[config.mk]
export PLATFORM = sky130hd
export DESIGN_NAME = operand2_imm_encoder_flat
export DESIGN_NICKNAME = d
export VERILOG_FILES = /design/src/rtl/operand2_imm_encoder_if.sv /design/src/rtl/operand2_imm_encoder.sv /design/src/flat_wrapper.sv
export SDC_FILE = /design/constraint.sdc
export NUM_CORES = 1
export LEC_CHECK = 0
export BUFFER_PORTS_ARGS = -buffer_cell sky130_fd_sc_hd__buf_2
export CAP_MARGIN = 30
export CORE_ASPECT_RATIO = 1.5
export CORE_MARGIN = 2
export CORE_UTILIZATION = 55
export DETAILED_ROUTE_END_ITERATION = 8
export PLACE_DENSITY_LB_ADDON = 0.3
export SLEW_MARGIN = 20
export SYNTH_ARGS = -nofsm -noshare
export SYNTH_HDL_FRONTEND = slang
export SYNTH_SLANG_ARGS = --single-unit
[constraint.sdc]
create_clock -name clk -period 2.8 [get_ports clk]
set_clock_uncertainty 0.05 [all_clocks]
set_input_delay 0.28 -clock clk [delete_from_list [all_inputs] [get_ports clk]]
set_output_delay 0.28 -clock clk [all_outputs]
set_load 0.01 [all_outputs]
[src/rtl/operand2_imm_encoder_if.sv]
// Request/result bundle for the operand2 immediate encoder.
interface operand2_imm_encoder_if;
    logic        start;
    logic [31:0] value_in;
    logic        busy;
    logic        done;
    logic        valid;
    logic        inverted;
    logic [11:0] operand2;
    logic        carry_defined;
    logic        carry_bit;

    modport master (
        output start,
        output value_in,
        input  busy,
        input  done,
        input  valid,
        input  inverted,
        input  operand2,
        input  carry_defined,
        input  carry_bit
    );

    modport slave (
        input  start,
        input  value_in,
        output busy,
        output done,
        output valid,
        output inverted,
        output operand2,
        output carry_defined,
        output carry_bit
    );
endinterface

[src/rtl/operand2_imm_encoder.sv]
// Iterative search for an ARM data-processing immediate {rot, imm8} whose
// ROR(imm8, 2*rot) equals the requested constant (or its inverse for MVN).
// One rotation candidate is tested per cycle; lowest rot wins, direct first.
module operand2_imm_encoder #(
    parameter bit ALLOW_INVERT = 1'b1
) (
    input  logic                        clk,
    input  logic                        rst,
    operand2_imm_encoder_if.slave       bus
);

    typedef enum logic [1:0] {
        StIdle,
        StSearch,
        StDone
    } state_e;

    state_e      state_q, state_d;
    logic [31:0] value_q, value_d;
    logic [3:0]  rot_q, rot_d;
    logic        phase_q, phase_d;
    logic        valid_q, valid_d;
    logic        inverted_q, inverted_d;
    logic [11:0] operand2_q, operand2_d;
    logic        carry_defined_q, carry_defined_d;
    logic        carry_bit_q, carry_bit_d;

    logic [31:0] operand;
    logic [5:0]  shamt;
    logic [63:0] doubled;
    logic [31:0] cand;
    logic        hit;

    // Candidate generation: rotate the current operand left by 2*rot.
    always_comb begin
        operand = phase_q ? ~value_q : value_q;
        shamt   = {1'b0, rot_q, 1'b0};
        // Upper half of the shifted concatenation is the 32-bit rotate-left.
        doubled = {operand, operand} << shamt;
        cand    = doubled[63:32];
        hit     = (cand[31:8] == 24'd0);
    end

    // Next-state and result-register logic.
    always_comb begin
        state_d         = state_q;
        value_d         = value_q;
        rot_d           = rot_q;
        phase_d         = phase_q;
        valid_d         = valid_q;
        inverted_d      = inverted_q;
        operand2_d      = operand2_q;
        carry_defined_d = carry_defined_q;
        carry_bit_d     = carry_bit_q;

        unique case (state_q)
            StIdle: begin
                if (bus.start) begin
                    value_d = bus.value_in;
                    rot_d   = 4'd0;
                    phase_d = 1'b0;
                    state_d = StSearch;
                end
            end
            StSearch: begin
                if (hit) begin
                    operand2_d      = {rot_q, cand[7:0]};
                    valid_d         = 1'b1;
                    inverted_d      = phase_q;
                    carry_defined_d = (rot_q != 4'd0);
                    carry_bit_d     = operand[31];
                    state_d         = StDone;
                end else if (rot_q != 4'd15) begin
                    rot_d = rot_q + 4'd1;
                end else if (!phase_q && ALLOW_INVERT) begin
                    phase_d = 1'b1;
                    rot_d   = 4'd0;
                end else begin
                    operand2_d      = 12'd0;
                    valid_d         = 1'b0;
                    inverted_d      = 1'b0;
                    carry_defined_d = 1'b0;
                    carry_bit_d     = 1'b0;
                    state_d         = StDone;
                end
            end
            StDone: begin
                state_d = StIdle;
            end
            default: begin
                state_d = StIdle;
            end
        endcase
    end

    // State and result registers; reset abandons any search in flight.
    always_ff @(posedge clk or posedge rst) begin
        if (rst) begin
            state_q         <= StIdle;
            value_q         <= 32'd0;
            rot_q           <= 4'd0;
            phase_q         <= 1'b0;
            valid_q         <= 1'b0;
            inverted_q      <= 1'b0;
            operand2_q      <= 12'd0;
            carry_defined_q <= 1'b0;
            carry_bit_q     <= 1'b0;
        end else begin
            state_q         <= state_d;
            value_q         <= value_d;
            rot_q           <= rot_d;
            phase_q         <= phase_d;
            valid_q         <= valid_d;
            inverted_q      <= inverted_d;
            operand2_q      <= operand2_d;
            carry_defined_q <= carry_defined_d;
            carry_bit_q     <= carry_bit_d;
        end
    end

    assign bus.busy          = (state_q == StSearch);
    assign bus.done          = (state_q == StDone);
    assign bus.valid         = valid_q;
    assign bus.inverted      = inverted_q;
    assign bus.operand2      = operand2_q;
    assign bus.carry_defined = carry_defined_q;
    assign bus.carry_bit     = carry_bit_q;

endmodule

[src/flat_wrapper.sv]
// flat-port wrapper written by rule: the top's interface ports become plain ports
module operand2_imm_encoder_flat 
#(
    parameter bit ALLOW_INVERT = 1'b1
)
  (clk, rst, bus_start, bus_value_in, bus_busy, bus_done, bus_valid, bus_inverted, bus_operand2, bus_carry_defined, bus_carry_bit);
  operand2_imm_encoder_if bus_i ();
  input  logic clk;
  input  logic rst;
  input wire logic [$bits(bus_i.start)-1:0] bus_start;
  input wire logic [$bits(bus_i.value_in)-1:0] bus_value_in;
  output wire logic [$bits(bus_i.busy)-1:0] bus_busy;
  output wire logic [$bits(bus_i.done)-1:0] bus_done;
  output wire logic [$bits(bus_i.valid)-1:0] bus_valid;
  output wire logic [$bits(bus_i.inverted)-1:0] bus_inverted;
  output wire logic [$bits(bus_i.operand2)-1:0] bus_operand2;
  output wire logic [$bits(bus_i.carry_defined)-1:0] bus_carry_defined;
  output wire logic [$bits(bus_i.carry_bit)-1:0] bus_carry_bit;
  assign bus_i.start = bus_start;
  assign bus_i.value_in = bus_value_in;
  assign bus_busy = bus_i.busy;
  assign bus_done = bus_i.done;
  assign bus_valid = bus_i.valid;
  assign bus_inverted = bus_i.inverted;
  assign bus_operand2 = bus_i.operand2;
  assign bus_carry_defined = bus_i.carry_defined;
  assign bus_carry_bit = bus_i.carry_bit;
  operand2_imm_encoder #(.ALLOW_INVERT(ALLOW_INVERT)) u_core (.clk(clk), .rst(rst), .bus(bus_i));
endmodule
==> key figures <==
Clock tree
  • Clk Latency, worst-skew pair: 0.31 ns
  • Total CTS buffers: 5
  • H-tree levels: 2
  • Clock slew at reported path FFs: 0.08 ns
  • CTS Buffer Depth: 2
  • Root buf cell: clkbuf_16
  • Clock tree from TritonCTS: yes
  • Clock sinks: 55

Global routing
  • Largest net degree at the start of global routing: 49
  • Overflow after GRT: 0
  • Antenna violations before repair: 0
  • Vias in the first global route: 5008
  • First-pass GRT wire length: 26.0 mm
  • GRT Total Usage: 34.4%

Finish
  • Layout cells sized above 1: 44.4%
  • Total Nets Final: 685
  • Number of diodes: 0
  • Layout area overhead: 32.0%
  • Commonest cells after routing, fill and taps aside: buf_4, mux2i_1, buf_2
  • Most common cell after layout, fill and taps aside: buf_4

Setup path
  • Req. time, crit path: 3.00 ns
  • Crit-path max FO: 8
  • CP delay by family, top: compound AO/OA/AOI/OAI gates
  • CP max stage delay: 0.56 ns
  • Crit-path cells: buf_12 > mux4_2 > xnor2_2 > o221ai_2 > or4_4 > a211oi_4 > o2111ai_4 > buf_6 > o41ai_1 > a31o_1
  • Crit Path Category: reg -> reg
  • CP Launch Type: flip-flop
  • Bufs and invs on worst path: 2
  • Arr. time, crit path: 3.37 ns
  • Slowest-stage cell, CP: or4_4
  • Worst Setup End Kind: flip-flop

Power and ir drop
  • Reg power frac: 15.6%
  • Clock power share: 6.8%
  • Internal power: 5320 uW
  • Combinational share of power: 77.7%
  • Sw Pwr: 4620 uW
  • Power Dens Cells: 1500 nW/um^2
  • VDD IR-drop max: 0.000704 V
  • Static Leak: 0.00303 uW
  • Sw Share: 46.5%
  • Total Power: 9940 uW

Logic synthesis
  • Main area contributors after synthesis: dfrtp_1, mux2i_1, mux2_2
  • Post-Syn Area: 5030 sq um
  • Number of enable flip-flop cells after synthesis: 0
  • Synth Register Bits: 55
  • Synth top area share: 27.4%
  • Synth Instances: 516
  • Post-synth net total: 553
  • Unique cell type count in the Yosys netlist: 67
  • Sequential area share after synthesis: 27.4%
  • Ys async rst share: 100%
  • Average cell area after synthesis: 9.75 sq um
  • Synth area leader: dfrtp_1
  • Top_reg_cell synth: dfrtp_1
  • Yosys warning total: 0

Die
  • Num ports: 53
  • Initial Util: 56.6%
  • Core Box Area: 8880 sq um
  • Area of the die: 9940 sq um
  • Rows: 42
  • Die height: 121 microns
  • Die width: 82.1 microns

Route
  • 1st-pass router iterations: 6
  • Residual DRC count: 0
  • DR vias: 4996
  • DRT iter0 DRCs: 428
  • Routed Antenna Nets: 0
  • Drt wl/cell: 21.8 microns
  • Vias per cell: 6.58
  • Routed WL: 16.6 mm

STA
  • Fin. Hold Viols: 0
  • Min Tclk post-route: 3.17 ns
  • Final Worst Setup Slack: -0.371 ns
  • Slew Viols, Final: 0
  • Slew headroom: 67.1%
  • RSZ-0062 raised after global routing: true
  • Period Utilization, post-route: 113%
  • Setup violations, final: 23
  • Tightest Pin Transition: 0.493 ns
  • FMAX: 0.315 GHz
  • Final hold slack: 0.140 ns

Place
  • Gp weighted congestion: 0.943
  • DP Wirelength: 12.1 mm
  • Dpl ws: -0.452 ns
  • Buffers on Ports: 52

Outcome
  • Outcome: finished, violations left
  • Failing checks: negative setup slack

Min path
  • HP Class: in -> reg

Job
  • Max Cap Viol: 0
-- stage by stage --
stage	area, sq um	utilization, %	std cells	setup TNS [ns]
after detailed placement	6140	69.1	742	-8.65
after global placement	6140	69.1	742	-6.90
after global routing	6640	74.8	759	-8.89
after CTS	6520	73.4	757	-6.15
final	6640	74.8	759	-6.66
after floorplan	5030	-	516	-4.69
-- flip-flops by register name (all words and copies together), names as in the netlist --
signal,flops
u_core.bus.inverted,1
u_core.phase_q,1
u_core.bus.carry_bit,1
u_core.state_q,2
u_core.bus.carry_defined,1
u_core.rot_q,4
u_core.bus.valid,1
u_core.value_q,32
u_core.bus.operand2,12
-- cells in the mapped netlist (4+ instances only) --
cell type,count
a31o_1,13
buf_6,4
buf_1,6
nor2_1,17
o41ai_1,6
dfrtp_1,55
o21ai_0,10
nor2b_1,4
buf_4,7
and3_1,11
nand3b_1,4
nor3b_1,5
xnor2_1,16
buf_2,19
a21oi_1,10
nand2b_1,4
nand2_1,29
xor2_1,5
nor3_1,23
mux4_2,16
o211ai_1,4
or3_1,14
o41ai_2,6
a31oi_1,6
inv_1,8
o31ai_1,4
clkbuf_1,18
nand3_1,18
o22ai_1,9
a311oi_1,5
mux2_2,36
mux2i_1,73
-- path summary, 6_finish.rpt --
| path | slack, ns | startpoint | depth (start not counted) | end |
|---|---|---|---|---|
| worst min-delay path | 0.14 | bus_value_in[10] | 3 | u_core.value_q[10] |
| worst min register to register | 0.49 | u_core.bus.carry_bit | 1 | u_core.bus.carry_bit |
| worst max register to register | -0.37 | u_core.rot_q[0] | 10 | u_core.bus.operand2[5] |
| min in group asynchronous | 0.48 | rst | 3 | u_core.bus.operand2[2] |
| worst max-delay path | -0.37 | u_core.rot_q[0] | 10 | u_core.bus.operand2[5] |
| max in group asynchronous | 1.59 | rst | 4 | u_core.rot_q[2] |
-- what timing repair did --
item	4_1_cts	5_1_grt
buffers inserted	5	2
pin swaps	10	7
gates cloned	1	0
gates resized for setup	28	24
hold endpoints to repair	20	0
hold buffers	1	0
setup endpoints to repair	23	23
-- routing by layer --
layer	global-route usage, %	part of all wire [%]
met1	41.1	38
met2	58.6	51
met3	4.61	5.5
met4	18.1	5.7
met5	0	0
-- worst reg2reg max path, stage by stage, from the launching register on --
cell       delay (ns)
dfrtp_2          0.41
buf_12           0.13
mux4_2           0.53
xnor2_2          0.17
o221ai_2         0.13
or4_4            0.57
a211oi_4         0.22
o2111ai_4        0.16
buf_6            0.19
o41ai_1          0.41
a31o_1           0.15
-- logic make-up (layout without fill, tap and decap cells) --
family,Yosys count,in the layout,synth area share [%]
multiplexers,125,125,29.7
adder cells (fa/ha/maj),2,2,0.497
XOR/XNOR,21,21,3.66
flip-flops,55,55,27.4
AO/OA/AOI/OAI,104,104,17.0
AND/OR/NAND/NOR,144,144,15.3
buffers and inverters,65,198,6.47
-- layout make-up --
type / instances / area [sq um]
sequential: 55 / 1380
clock inverter: 3 / 26.3
fill: 628 / 2240
clock buffer: 5 / 125
timing repair buffer: 180 / 1390
tap: 110 / 138
inverter: 10 / 40.0
multi-input combinational: 396 / 3540
-- power by group through the flow --
stage | logic [uW] | registers [uW] | clock network [uW]
after floorplan | 4220 | 1370 | 0
after global placement | 6750 | 1530 | 0
after detailed placement | 6890 | 1540 | 0
after CTS | 7350 | 1520 | 685
after global routing | 8220 | 1570 | 707
final | 7720 | 1550 | 671
No activity file was read; power rests on OpenSTA's default activity.
